File: config.mk
export PLATFORM = sky130hd
export DESIGN_NAME = instr_encoder
export DESIGN_NICKNAME = d
export VERILOG_FILES = /design/src/rtl/instr_encoder.sv
export SDC_FILE = /design/constraint.sdc
export NUM_CORES = 1
export LEC_CHECK = 0
export ABC_AREA = 1
export BUFFER_PORTS_ARGS = -buffer_cell sky130_fd_sc_hd__buf_2
export CAP_MARGIN = 15
export CORE_MARGIN = 2
export CORE_UTILIZATION = 55
export CTS_BUF_LIST = sky130_fd_sc_hd__clkbuf_4 sky130_fd_sc_hd__clkbuf_8
export DETAILED_ROUTE_END_ITERATION = 10
export GPL_ROUTABILITY_DRIVEN = 1
export PLACE_DENSITY = 0.84
export SETUP_SLACK_MARGIN = 0.02
export SLEW_MARGIN = 0
export SYNTH_ARGS = -nofsm -noshare
export SYNTH_HDL_FRONTEND = slang
export SYNTH_SLANG_ARGS = --single-unit
File: constraint.sdc
create_clock -name clk -period 3.7 [get_ports clk]
set_clock_uncertainty 0.1 [all_clocks]
set_input_delay 0.74 -clock clk [delete_from_list [all_inputs] [get_ports clk]]
set_output_delay 0.74 -clock clk [all_outputs]
set_load 0.02 [all_outputs]
File: src/rtl/instr_encoder.sv
// RV32I instruction encoder: mnemonic + register fields + immediate -> 32-bit machine word.
// Latency: 1 cycle from accept to out_valid; one word per clock when out_ready stays high.
// Backpressure: in_ready = ~out_valid | out_ready; the held word is stable while out_ready is low.
//
// Ports:
//   clk, rst                 : clock (rising edge), synchronous active-high reset
//   in_valid/in_ready        : request handshake; in_mnem/in_rd/in_rs1/in_rs2/in_imm carry the request
//   out_valid/out_ready      : result handshake; out_word is the encoding, out_err flags a rejected request
//   emit_cnt, err_cnt        : transferred words (wrapping) and transferred error words (saturating)
module instr_encoder #(
  parameter int CNT_W = 16,
  parameter int ERR_W = 8
) (
  input  logic             clk,
  input  logic             rst,
  input  logic             in_valid,
  output logic             in_ready,
  input  logic [5:0]       in_mnem,
  input  logic [4:0]       in_rd,
  input  logic [4:0]       in_rs1,
  input  logic [4:0]       in_rs2,
  input  logic [31:0]      in_imm,
  output logic             out_valid,
  input  logic             out_ready,
  output logic [31:0]      out_word,
  output logic             out_err,
  output logic [CNT_W-1:0] emit_cnt,
  output logic [ERR_W-1:0] err_cnt
);

  localparam logic [31:0] NOP = 32'h0000_0013;  // addi x0,x0,0

  localparam logic [6:0] OP_LUI    = 7'b0110111;
  localparam logic [6:0] OP_AUIPC  = 7'b0010111;
  localparam logic [6:0] OP_REG    = 7'b0110011;
  localparam logic [6:0] OP_LOAD   = 7'b0000011;
  localparam logic [6:0] OP_IMM    = 7'b0010011;
  localparam logic [6:0] OP_JALR   = 7'b1100111;
  localparam logic [6:0] OP_STORE  = 7'b0100011;
  localparam logic [6:0] OP_BRANCH = 7'b1100011;
  localparam logic [6:0] OP_JAL    = 7'b1101111;
  localparam logic [6:0] F7_ALT    = 7'b0100000;

  typedef enum logic [2:0] {FMT_R, FMT_I, FMT_SH, FMT_S, FMT_B, FMT_U, FMT_J, FMT_X} fmt_e;

  fmt_e       fmt;
  logic [6:0] opc;
  logic [2:0] f3;
  logic [6:0] f7;
  logic       legal;
  logic [31:0] enc;

  logic             out_valid_q, out_valid_d;
  logic [31:0]      out_word_q,  out_word_d;
  logic             out_err_q,   out_err_d;
  logic [CNT_W-1:0] emit_cnt_q,  emit_cnt_d;
  logic [ERR_W-1:0] err_cnt_q,   err_cnt_d;

  logic accept, xfer;

  // Mnemonic code -> format and fixed opcode fields; unknown codes fall to FMT_X.
  always_comb begin
    fmt = FMT_X;
    opc = 7'd0;
    f3  = 3'd0;
    f7  = 7'd0;
    case (in_mnem)
      6'd0:  begin fmt = FMT_U;  opc = OP_LUI;                          end
      6'd1:  begin fmt = FMT_U;  opc = OP_AUIPC;                        end
      6'd2:  begin fmt = FMT_R;  opc = OP_REG;    f3 = 3'b000;          end
      6'd3:  begin fmt = FMT_R;  opc = OP_REG;    f3 = 3'b000; f7 = F7_ALT; end
      6'd4:  begin fmt = FMT_R;  opc = OP_REG;    f3 = 3'b110;          end
      6'd5:  begin fmt = FMT_R;  opc = OP_REG;    f3 = 3'b111;          end
      6'd6:  begin fmt = FMT_R;  opc = OP_REG;    f3 = 3'b100;          end
      6'd7:  begin fmt = FMT_R;  opc = OP_REG;    f3 = 3'b001;          end
      6'd8:  begin fmt = FMT_R;  opc = OP_REG;    f3 = 3'b101; f7 = F7_ALT; end
      6'd9:  begin fmt = FMT_R;  opc = OP_REG;    f3 = 3'b101;          end
      6'd10: begin fmt = FMT_R;  opc = OP_REG;    f3 = 3'b010;          end
      6'd11: begin fmt = FMT_R;  opc = OP_REG;    f3 = 3'b011;          end
      6'd12: begin fmt = FMT_I;  opc = OP_LOAD;   f3 = 3'b000;          end
      6'd13: begin fmt = FMT_I;  opc = OP_LOAD;   f3 = 3'b001;          end
      6'd14: begin fmt = FMT_I;  opc = OP_LOAD;   f3 = 3'b010;          end
      6'd15: begin fmt = FMT_I;  opc = OP_LOAD;   f3 = 3'b100;          end
      6'd16: begin fmt = FMT_I;  opc = OP_LOAD;   f3 = 3'b101;          end
      6'd17: begin fmt = FMT_I;  opc = OP_IMM;    f3 = 3'b000;          end
      6'd18: begin fmt = FMT_I;  opc = OP_IMM;    f3 = 3'b110;          end
      6'd19: begin fmt = FMT_I;  opc = OP_IMM;    f3 = 3'b111;          end
      6'd20: begin fmt = FMT_I;  opc = OP_IMM;    f3 = 3'b100;          end
      6'd21: begin fmt = FMT_SH; opc = OP_IMM;    f3 = 3'b001;          end
      6'd22: begin fmt = FMT_SH; opc = OP_IMM;    f3 = 3'b101; f7 = F7_ALT; end
      6'd23: begin fmt = FMT_SH; opc = OP_IMM;    f3 = 3'b101;          end
      6'd24: begin fmt = FMT_I;  opc = OP_IMM;    f3 = 3'b010;          end
      6'd25: begin fmt = FMT_I;  opc = OP_IMM;    f3 = 3'b011;          end
      6'd26: begin fmt = FMT_I;  opc = OP_JALR;   f3 = 3'b000;          end
      6'd27: begin fmt = FMT_S;  opc = OP_STORE;  f3 = 3'b010;          end
      6'd28: begin fmt = FMT_S;  opc = OP_STORE;  f3 = 3'b000;          end
      6'd29: begin fmt = FMT_S;  opc = OP_STORE;  f3 = 3'b001;          end
      6'd30: begin fmt = FMT_B;  opc = OP_BRANCH; f3 = 3'b000;          end
      6'd31: begin fmt = FMT_B;  opc = OP_BRANCH; f3 = 3'b001;          end
      6'd32: begin fmt = FMT_B;  opc = OP_BRANCH; f3 = 3'b100;          end
      6'd33: begin fmt = FMT_B;  opc = OP_BRANCH; f3 = 3'b101;          end
      6'd34: begin fmt = FMT_B;  opc = OP_BRANCH; f3 = 3'b110;          end
      6'd35: begin fmt = FMT_B;  opc = OP_BRANCH; f3 = 3'b111;          end
      6'd36: begin fmt = FMT_J;  opc = OP_JAL;                          end
      default: ;
    endcase
  end

  // Range checks are sign-extension tests: a value fits N signed bits when all
  // bits from N-1 upward are identical. Branch/jump offsets must also be even.
  always_comb begin
    legal = 1'b0;
    enc   = NOP;
    case (fmt)
      FMT_R: begin
        legal = 1'b1;
        enc   = {f7, in_rs2, in_rs1, f3, in_rd, opc};
      end
      FMT_I: begin
        legal = (&in_imm[31:11]) | ~(|in_imm[31:11]);
        enc   = {in_imm[11:0], in_rs1, f3, in_rd, opc};
      end
      FMT_SH: begin
        legal = ~(|in_imm[31:5]);
        enc   = {f7, in_imm[4:0], in_rs1, f3, in_rd, opc};
      end
      FMT_S: begin
        legal = (&in_imm[31:11]) | ~(|in_imm[31:11]);
        enc   = {in_imm[11:5], in_rs2, in_rs1, f3, in_imm[4:0], opc};
      end
      FMT_B: begin
        legal = ((&in_imm[31:12]) | ~(|in_imm[31:12])) & ~in_imm[0];
        enc   = {in_imm[12], in_imm[10:5], in_rs2, in_rs1, f3, in_imm[4:1], in_imm[11], opc};
      end
      FMT_U: begin
        legal = ~(|in_imm[11:0]);
        enc   = {in_imm[31:12], in_rd, opc};
      end
      FMT_J: begin
        legal = ((&in_imm[31:20]) | ~(|in_imm[31:20])) & ~in_imm[0];
        enc   = {in_imm[20], in_imm[10:1], in_imm[11], in_imm[19:12], in_rd, opc};
      end
      default: ;
    endcase
  end

  assign in_ready = ~out_valid_q | out_ready;
  assign accept   = in_valid & in_ready;
  assign xfer     = out_valid_q & out_ready;

  always_comb begin
    out_valid_d = out_valid_q;
    out_word_d  = out_word_q;
    out_err_d   = out_err_q;
    emit_cnt_d  = emit_cnt_q;
    err_cnt_d   = err_cnt_q;
    if (accept) begin
      out_valid_d = 1'b1;
      out_word_d  = legal ? enc : NOP;
      out_err_d   = ~legal;
    end else if (xfer) begin
      out_valid_d = 1'b0;
    end
    // Statistics follow what the consumer actually took, not what was accepted.
    if (xfer) begin
      emit_cnt_d = emit_cnt_q + CNT_W'(1);
      if (out_err_q && (err_cnt_q != '1)) begin
        err_cnt_d = err_cnt_q + ERR_W'(1);
      end
    end
  end

  always_ff @(posedge clk) begin
    if (rst) begin
      out_valid_q <= 1'b0;
      out_word_q  <= NOP;
      out_err_q   <= 1'b0;
      emit_cnt_q  <= '0;
      err_cnt_q   <= '0;
    end else begin
      out_valid_q <= out_valid_d;
      out_word_q  <= out_word_d;
      out_err_q   <= out_err_d;
      emit_cnt_q  <= emit_cnt_d;
      err_cnt_q   <= err_cnt_d;
    end
  end

  assign out_valid = out_valid_q;
  assign out_word  = out_word_q;
  assign out_err   = out_err_q;
  assign emit_cnt  = emit_cnt_q;
  assign err_cnt   = err_cnt_q;

endmodule

==> results_dict.tcl, run 1 <==
set metrics [dict create \
    run_status "completed" \
    crit_fanout 23 \
    synth_cell_type_count 36 \
    path_buf_inv 2 \
    fmax_mhz 380 \
    cp.arrival_ns 2.79 \
    syn_area_sq_um 3900 \
    cts_root_buf "clkbuf_8" \
    ctsResizeCount 0 \
    synth-edff-count 0 \
    finalSetupViolations 0 \
    final_area_sq_um 4690 \
    ant_nets 0 \
    synthToLayoutAreaGrowth_pct 20.3 \
    clock_path_buffers 2 \
    crit_top_cell "nand3_1" \
    routabilityCongestion 0.927 \
    final_common_cell "nand2_1" \
    cp_slowest_stage_delay_ns 0.48 \
    io_pins 116 \
    grt_max_degree 34 \
    cp.required_ns 3.85 \
    critPathLaunchType "input port" \
    dp_hpwl_mm 9.17 \
    die_x_microns 88.2 \
    drt_pass1_iterations 5 \
    fp.dieH_microns 88.2 \
    drt-vias-per-instance 5.44 \
    power_density_nw_per_um2 328 \
    core_area_sq_um 6830 \
    cp-end-kind "register" \
    synthArstFlopShare 0 \
    cpMaxStageDelayCell "nor2_2" \
    synth_seq_cells 57 \
    critical_path.endpoint "out_word[30]" \
    drc 0 \
    start_util 0.571 \
    crit_path_start "in_mnem[4]" \
    placed_cells 861 \
    drive_gt1_frac 0.191 \
    dp_slack_ns 0.777 \
    clk_latency_ns 0.33 \
    ctsHoldBuffers 0 \
    die-area_sq_um 7780 \
    power_w 0.00154 \
    grt_antenna_before_repair 0 \
    cts_setup_buffers 0 \
    antenna_cells 0 \
    fin_crit_sh 0.712 \
    regArea_sq_um 1140 \
    layout_common_cells "nand2_1 (207), nor2_1 (121), buf_2 (115)" \
    synthCells 668 \
    seq_area_frac_synth 0.293 \
    hold_viol_final 0 \
    synth-main-ff-cell "dfxtp_1" \
    synthTopCellsByArea "dfxtp_1 (29%), nand2_1 (20%), nor2_1 (12%), nand3_1 (6.3%), inv_1 (6.2%)" \
    cts_tree "built" \
    wire_per_inst_microns 13.8 \
    period_needed_ns 2.63 \
    grt_pass1_vias 4134 \
    numClockSinks 57 \
    synth_top_area_share 0.293 \
    grt_first_pass_wirelength_mm 18.9 \
    ir_drop_v 0.000296 \
    synth_top_cell_by_area "dfxtp_1" \
    fillCellCount 648 \
    cp_num_cells 10 \
    rsz0062_at_grt "no" \
    worstPathCellList "buf_2 > nor2_2 > nand3_1 > inv_1 > nand3_1 > nand3_1 > nor2_2 > nand3_4 > nand2_4 > nor2_1" \
    avgSynthCellArea_sq_um 5.84 \
    timing.rr.end "err_cnt[6]" \
    worst_path_dominant_cell_family "simple AND/OR/NAND/NOR gates" \
    numPortBuffers 115 \
    grt_remaining_overflow 0 \
    hold_depth 2 \
    reg2reg_slack_ns 1.76 \
    maxCapViolCount 0 \
    fin_nets 835 \
    rows 30 \
    htree_levels 3 \
    multi_input_area_sq_um 2400 \
    fin_tns_setup_ns 0 \
    worst_pin_slew_ns 0.924 \
    p_leak_nw 2.40 \
    yosysWarnings 0 \
    min_path_type "register to register" \
    drv_slew 0 \
    relSlewSlack 0.383 \
    cts.clk_slew.worst_paths_ns 0.07 \
    dr.first_iter.drc_count 338 \
    routed_wl_mm 12.1 \
    ff2ff_path_depth 9 \
    track_usage 0.309 \
    r2r-start "err_cnt[0]" \
    worst_slack_ns 1.07 \
    criticalPathCategory "input port to register" \
    finalNonFillerCells 876 \
    cts_buffers 9 \
    via_count 4762 \
    place_area_sq_um 4490 \
    syn_nets 727 \
]
where the power goes:
part | switching [W] | total, W | internal (W) | leakage, nW
logic | 0.000208 | 0.000307 | 0.0000986 | 1.83
registers | 0.0000114 | 0.000643 | 0.000632 | 0.462
clock network | 0.000239 | 0.000589 | 0.000349 | 0.106
how the worst min path moves through the flow:
stage / from / slack, ns / to
floorplan: err_cnt[4] / 0.43 / err_cnt[4]
global placement: out_word[1] / 0.34 / out_word[1]
detailed placement: out_word[1] / 0.35 / out_word[1]
CTS: err_cnt[4] / 0.37 / err_cnt[4]
global route: err_cnt[4] / 0.38 / err_cnt[4]
finish: err_cnt[4] / 0.36 / err_cnt[4]
logic make-up (layout without fill, tap and decap cells):
| logic type | Yosys count | count (layout) | synth area share |
|---|---|---|---|
| muxes | 4 | 4 | 0.0103 |
| and+or+nand+nor | 434 | 434 | 0.474 |
| buffers and inverters | 85 | 197 | 0.0924 |
| xor gates and xnor gates | 4 | 4 | 0.00899 |
| AOI/OAI and AO/OA | 82 | 82 | 0.116 |
| DFF | 57 | 57 | 0.293 |
| adders and majority gates | 2 | 2 | 0.00642 |
synth_stat cells, drive strengths merged, types with 3 or more instances:
master and number:
clkbuf 9, o21a 4, a21boi 7, buf 11
nand3 50, dfxtp 57, inv 65, a21oi 37
nor3 9, nand2 209, or2 6, xor2 3
mux2i 4, nand4 26, o21ai 28, nor2 128
worst reg2reg max path: stages (launching register included):
cell and delay [ns]:
dfxtp_1 0.38, ha_1 0.22, inv_1 0.05, nor4_1 0.32, nand3_1 0.11, nand2_1 0.15, inv_1 0.15, nand2_1 0.10
xor2_1 0.17, nor2_1 0.06
sequential cells by signal, indices dropped and copies added (netlist names):
signal     flops
out_word      31
emit_cnt      16
err_cnt        8
out_err        1
out_valid      1
per-layer routing:
layer,routed length (microns),vias up,GRT usage
li1,-,2372,-
met1,5040,2132,0.395
met2,5620,224,0.506
met3,1110,34,0.0839
met4,280,0,0.0992
met5,0,-,0
cell type report:
type	count	area share
multi-input combinational	526	0.511
tap	96	0.0256
clock buffer	12	0.0339
sequential	57	0.243
clock inverter	3	0.00853
timing repair buffer	117	0.126
inverter	65	0.0520
stage by stage:
stage | util | hold slack, ns
after global placement | 0.658 | 0.341
after global routing | 0.687 | 0.380
final | 0.687 | 0.363
after floorplan | - | 0.432
after detailed placement | 0.658 | 0.353
after CTS | 0.687 | 0.366
Note: power is estimated with default switching activity, not from simulation.
==> inputs of run 2 (changes only) <==
--- a/config.mk
+++ b/config.mk
@@ -5,15 +5,15 @@
 export SDC_FILE = /design/constraint.sdc
 export NUM_CORES = 1
 export LEC_CHECK = 0
-export ABC_AREA = 1
+export ABC_AREA = 0
 export BUFFER_PORTS_ARGS = -buffer_cell sky130_fd_sc_hd__buf_2
 export CAP_MARGIN = 15
 export CORE_MARGIN = 2
-export CORE_UTILIZATION = 55
+export CORE_UTILIZATION = 47
 export CTS_BUF_LIST = sky130_fd_sc_hd__clkbuf_4 sky130_fd_sc_hd__clkbuf_8
 export DETAILED_ROUTE_END_ITERATION = 10
 export GPL_ROUTABILITY_DRIVEN = 1
-export PLACE_DENSITY = 0.84
+export PLACE_DENSITY = 0.79
 export SETUP_SLACK_MARGIN = 0.02
 export SLEW_MARGIN = 0
 export SYNTH_ARGS = -nofsm -noshare
==> constraint.sdc (replaced) <==
create_clock -name clk -period 2.4 [get_ports clk]
set_clock_uncertainty 0.1 [all_clocks]
set_input_delay 0.48 -clock clk [delete_from_list [all_inputs] [get_ports clk]]
set_output_delay 0.48 -clock clk [all_outputs]
set_load 0.02 [all_outputs]
==> run 2 against run 1 <==
Against the previous run: sequential share of layout area rose by 2.5 points; hold slack got worse by 0.079 ns; combinational power rose by 21%; utilization fell by 6.4 points; critical path depth fell by 4; total power rose by 51%.
==> results_dict.tcl, run 2 <==
set metrics [dict create \
    cts_setup_buffers 0 \
    hold_viol_final 0 \
    grt_antenna_before_repair 0 \
    fillCellCount 624 \
    run_status "completed" \
    cts_root_buf "clkbuf_8" \
    finalSetupViolations 0 \
    place_area_sq_um 4030 \
    fin_hold_ws_ns 0.284 \
    synthTopCellsByCount "dfxtp_1 (57), nor2_1 (36), nand2_1 (28)" \
    cp-end-kind "register" \
    routed_wl_mm 9.98 \
    syn_nets 454 \
    syn_area_sq_um 3340 \
    synth_seq_cells 57 \
    rsz0062_at_grt "no" \
    synth-edff-count 0 \
    ctsHoldBuffers 0 \
    grt_pass1_vias 3245 \
    avgSynthCellArea_sq_um 8.45 \
    net-switching-power_w 0.000637 \
    drt-vias-per-instance 5.92 \
    synth_top_area_share 0.342 \
    die-area_sq_um 7790 \
    synthArstFlopShare 0 \
    dp_hpwl_mm 7.68 \
    cp.required_ns 2.53 \
    die_x_microns 88.3 \
    ant_nets 0 \
    drv_slew 0 \
    final_common_cell "buf_2" \
    fin_tns_setup_ns 0 \
    pwr-share-clk 0.427 \
    cp.arrival_ns 2.12 \
    grt_remaining_overflow 0 \
    start_util 0.488 \
    power_density_nw_per_um2 547 \
    io_pins 116 \
    final_area_sq_um 4250 \
    layout_common_cells "buf_2 (115), dfxtp_1 (57), nor2_1 (35)" \
    maxCapViolCount 0 \
    fp.dieH_microns 88.3 \
    wire_per_inst_microns 16.2 \
    routabilityCongestion 0.989 \
    drive_gt1_frac 0.333 \
    seqPwrFrac 0.414 \
    track_usage 0.254 \
    synthTopCellsByArea "dfxtp_1 (34%), a32o_1 (6.9%), a22o_1 (4.2%), nor2_1 (4.0%), nand2_1 (3.1%)" \
    cpMaxStageDelayCell "or2_1" \
    fmax_mhz 501 \
    p_int_w 0.00169 \
    cts_buffers 9 \
    cts.clk_slew.worst_paths_ns 0.07 \
    dr.first_iter.drc_count 168 \
    crit_fanout 21 \
    clock_path_buffers 2 \
    sw_frac_of_total 0.274 \
    ir_drop_v 0.000224 \
    numPortBuffers 115 \
    synth_cell_type_count 60 \
    min_path_type "input port to register" \
    placed_cells 600 \
    via_count 3647 \
    cp_slowest_stage_delay_ns 0.35 \
    rows 30 \
    fin_util 0.622 \
    grt_max_degree 31 \
    worstPathCellList "buf_2 > nor2_1 > and2_4 > or2_1 > a221o_1 > a32o_1" \
    synth.most_common_cell "dfxtp_1" \
    grt_first_pass_wirelength_mm 15.4 \
    worst_path_dominant_cell_family "simple AND/OR/NAND/NOR gates" \
    ctsResizeCount 0 \
    largest_reg_flops 31 \
    synthToLayoutAreaGrowth_pct 27.4 \
    finalNonFillerCells 616 \
    p_leak_nw 1.87 \
    fin_nets 574 \
    synth-main-ff-cell "dfxtp_1" \
    criticalPathCategory "input port to register" \
    seq_area_frac_synth 0.342 \
    period_needed_ns 2.00 \
    path_buf_inv 1 \
    core_area_sq_um 6830 \
    combPwrFrac 0.159 \
    worst_pin_slew_ns 0.506 \
    drt_pass1_iterations 8 \
    clk_latency_ns 0.33 \
    yosysWarnings 0 \
    htree_levels 3 \
    numClockSinks 57 \
    synthCells 395 \
    fin_crit_sh 0.832 \
    relSlewSlack 0.663 \
    synth_top_cell_by_area "dfxtp_1" \
    antenna_cells 0 \
    drc 0 \
    cts_tree "built" \
    critPathLaunchType "input port" \
]
run 2: cell families after synthesis:
kind of cell,after synthesis,share of synthesized area
compound gates,121,0.277
flops,57,0.342
xor+xnor,19,0.0499
mux,3,0.00900
buf+inv,40,0.0705
simple gates,153,0.244
fa+ha+maj,2,0.00750
run 2: power by group through the flow:
stage	clock (W)	combinational, W	sequential (W)
finish	0.000994	0.000370	0.000962
global route	0.00106	0.000401	0.000962
CTS	0.00101	0.000364	0.000962
detailed placement	0	0.000362	0.000983
global placement	0	0.000360	0.000983
floorplan	0	0.000213	0.000994
run 2: area by class of cell:
cell class,count,area (sq um),share of cell area
sequential,57,1140,0.268
timing repair buffer,140,776,0.182
multi-input combinational,298,1960,0.462
clock inverter,7,93.8,0.0221
tap,96,120,0.0283
clock buffer,9,124,0.0291
inverter,9,33.8,0.00795
run 2: per-stage QoR:
step           total power [W]  setup WS (ns)
6_report               0.00233          0.404
5_1_grt                0.00242          0.289
4_1_cts                0.00233          0.424
3_5_place_dp           0.00135         0.0690
3_3_place_gp           0.00134          0.125
2_1_floorplan          0.00121          0.403
run 2: worst min-delay path: stages:
cell and delay (ns):
buf_2 0.10, inv_1 0.04, a21oi_1 0.05
run 2: worst paths after layout:
kind	startpoint	end	slack (ns)	cells past startpoint
worst max-delay path	in_mnem[4]	out_word[13]	0.40	6
worst min-delay path	in_valid	out_valid	0.28	3
worst max register to register	out_valid	emit_cnt[12]	0.46	5
worst min register to register	out_word[8]	out_word[8]	0.37	1
run 2: routing by layer:
metal / share of wire / global-route usage
met4: 0.017 / 0.0895
met5: 0 / 0
met1: 0.41 / 0.319
met3: 0.091 / 0.0672
met2: 0.48 / 0.421
==> inputs of run 3 (changes only) <==
--- a/config.mk
+++ b/config.mk
@@ -9,11 +9,11 @@
 export BUFFER_PORTS_ARGS = -buffer_cell sky130_fd_sc_hd__buf_2
 export CAP_MARGIN = 15
 export CORE_MARGIN = 2
-export CORE_UTILIZATION = 47
+export CORE_UTILIZATION = 52
 export CTS_BUF_LIST = sky130_fd_sc_hd__clkbuf_4 sky130_fd_sc_hd__clkbuf_8
 export DETAILED_ROUTE_END_ITERATION = 10
 export GPL_ROUTABILITY_DRIVEN = 1
-export PLACE_DENSITY = 0.79
+export PLACE_DENSITY = 0.83
 export SETUP_SLACK_MARGIN = 0.02
 export SLEW_MARGIN = 0
 export SYNTH_ARGS = -nofsm -noshare
==> constraint.sdc (replaced) <==
create_clock -name clk -period 2.1 [get_ports clk]
set_clock_uncertainty 0.1 [all_clocks]
set_input_delay 0.42 -clock clk [delete_from_list [all_inputs] [get_ports clk]]
set_output_delay 0.42 -clock clk [all_outputs]
set_load 0.02 [all_outputs]
==> run 3 against run 2 <==
Against the previous run: sequential share of layout area shrank 0.94 points; die area down 9.2%; utilization rose by 8.0 points; combinational power increased by 27%; worst setup slack got worse by 0.20 ns; final cell count up 0.81%; largest cell class unchanged; highest routed layer unchanged.
==> results_dict.tcl, run 3 (synthesized netlist as in run 2, its figures left out) <==
set metrics [dict create \
    run_status "completed" \
    dp_hpwl_mm 8.11 \
    cts_tree "built" \
    r2r-start "out_valid" \
    drt_pass1_iterations 6 \
    grt_antenna_before_repair 0 \
    ant_nets 0 \
    fmax_mhz 527 \
    numClockSinks 57 \
    layout_common_cells "buf_2 (115), dfxtp_1 (57), buf_4 (46)" \
    maxCapViolCount 0 \
    cp.required_ns 2.22 \
    finalSetupViolations 0 \
    die-area_sq_um 7070 \
    die_x_microns 84.1 \
    criticalPathCategory "input port to register" \
    period_needed_ns 1.90 \
    fin_nets 598 \
    grt_pass1_vias 3646 \
    htree_levels 3 \
    via_count 3765 \
    worstPathCellList "buf_2 > buf_4 > o21ai_1 > a22oi_1 > o22ai_1 > buf_4 > a22oi_1 > nand2_1 > a32o_1" \
    grt_max_degree 30 \
    power_density_nw_per_um2 573 \
    ctsHoldBuffers 0 \
    ff2ff_path_depth 5 \
    crit_fanout 15 \
    min-delay-start "in_valid" \
    core_area_sq_um 6280 \
    crit_path_start "in_mnem[2]" \
    clock_path_buffers 2 \
    cts_setup_buffers 0 \
    cpMaxStageDelayCell "buf_2" \
    finalNonFillerCells 621 \
    cp-end-kind "register" \
    fin_tns_setup_ns 0 \
    rsz0062_at_grt "no" \
    io_pins 116 \
    fin_hold_ws_ns 0.236 \
    cts_root_buf "clkbuf_8" \
    p_leak_nw 1.99 \
    placed_cells 605 \
    drt-vias-per-instance 6.06 \
    worst_slack_ns 0.202 \
    fin_util 0.702 \
    cts_buffers 9 \
    drive_gt1_frac 0.362 \
    track_usage 0.299 \
    final_common_cell "buf_2" \
    drc 0 \
    hold_path_end "out_valid" \
    critPathLaunchType "input port" \
    reg2reg_slack_ns 0.27 \
    relSlewSlack 0.704 \
    cp.arrival_ns 2.02 \
    antenna_cells 0 \
    drv_slew 0 \
    fin_crit_sh 0.904 \
    fp.dieH_microns 84.1 \
    largest_reg_flops 31 \
    dp_slack_ns -0.112 \
    routed_wl_mm 10.5 \
    start_util 0.532 \
    hold_depth 3 \
    cp_slowest_stage_delay_ns 0.25 \
    ctsResizeCount 0 \
    grt_first_pass_wirelength_mm 17.2 \
    clk_latency_ns 0.33 \
    worst_pin_slew_ns 0.444 \
    numPortBuffers 115 \
    cts.clk_slew.worst_paths_ns 0.06 \
    timing.rr.end "emit_cnt[8]" \
    wire_per_inst_microns 16.9 \
    ir_drop_v 0.000377 \
    grt_remaining_overflow 0 \
    synthToLayoutAreaGrowth_pct 32.1 \
    rows 29 \
    hold_viol_final 0 \
    routabilityCongestion 1.01 \
    dr.first_iter.drc_count 230 \
    min_path_type "input port to register" \
]
## run 3: cell types whose count changed in the layout (fill, tap and decap cells not counted), sizes merged
cell	before	now
buf	140	164
clkbuf	9	12
bufinv	2	0
clkinv	3	4
clkinvlp	2	1
inv	9	8
## run 3: how the worst max path moves through the flow
| stage | endpoint | depth (start not counted) |
|---|---|---|
| global placement | out_word[23] | 9 |
| finish | out_word[21] | 9 |
| CTS | out_word[24] | 9 |
| floorplan | out_word[10] | 7 |
| global route | out_word[21] | 9 |
| detailed placement | out_word[24] | 9 |
## run 3: critical path, delay by kind of cell
kind | cells | cell delay, ns
AOI/OAI and AO/OA | 5 | 0.90
buffers and inverters | 3 | 0.60
and+or+nand+nor | 1 | 0.08
## run 3: final cells by class
class	count	area [sq um]
clock buffers	12	165
clock inverters	4	26.3
fillers	538	1870
inverters	9	33.8
multi-input cells	298	1960
flip-flops and latches	57	1140
well taps	77	96.3
repair buffers	164	981
## run 3: power by group
group          internal (W)  switching, W  leakage [nW]  total [W]
Clock              0.000522      0.000434        0.0984   0.000956
Sequential          0.00109    0.00000796         0.460    0.00110
Combinational      0.000204      0.000267          1.43   0.000471
Total               0.00182      0.000709          1.99    0.00253
## run 3: metal layers
metal / track usage / vias to the layer above / wire length, microns
met1: 0.370 / 1751 / 4140
met5: 0 / - / 0
met3: 0.0663 / 38 / 864
li1: - / 1781 / -
met2: 0.504 / 195 / 5110
met4: 0.120 / 0 / 363
## run 3: metrics by stage
| step | cell area [sq um] | total power [W] |
|---|---|---|
| finish | 4410 | 0.00253 |
| global route | 4410 | 0.00263 |
| CTS | 4410 | 0.00254 |
| detailed placement | 4220 | 0.00159 |
| global placement | 4220 | 0.00158 |
| floorplan | 3340 | 0.00138 |
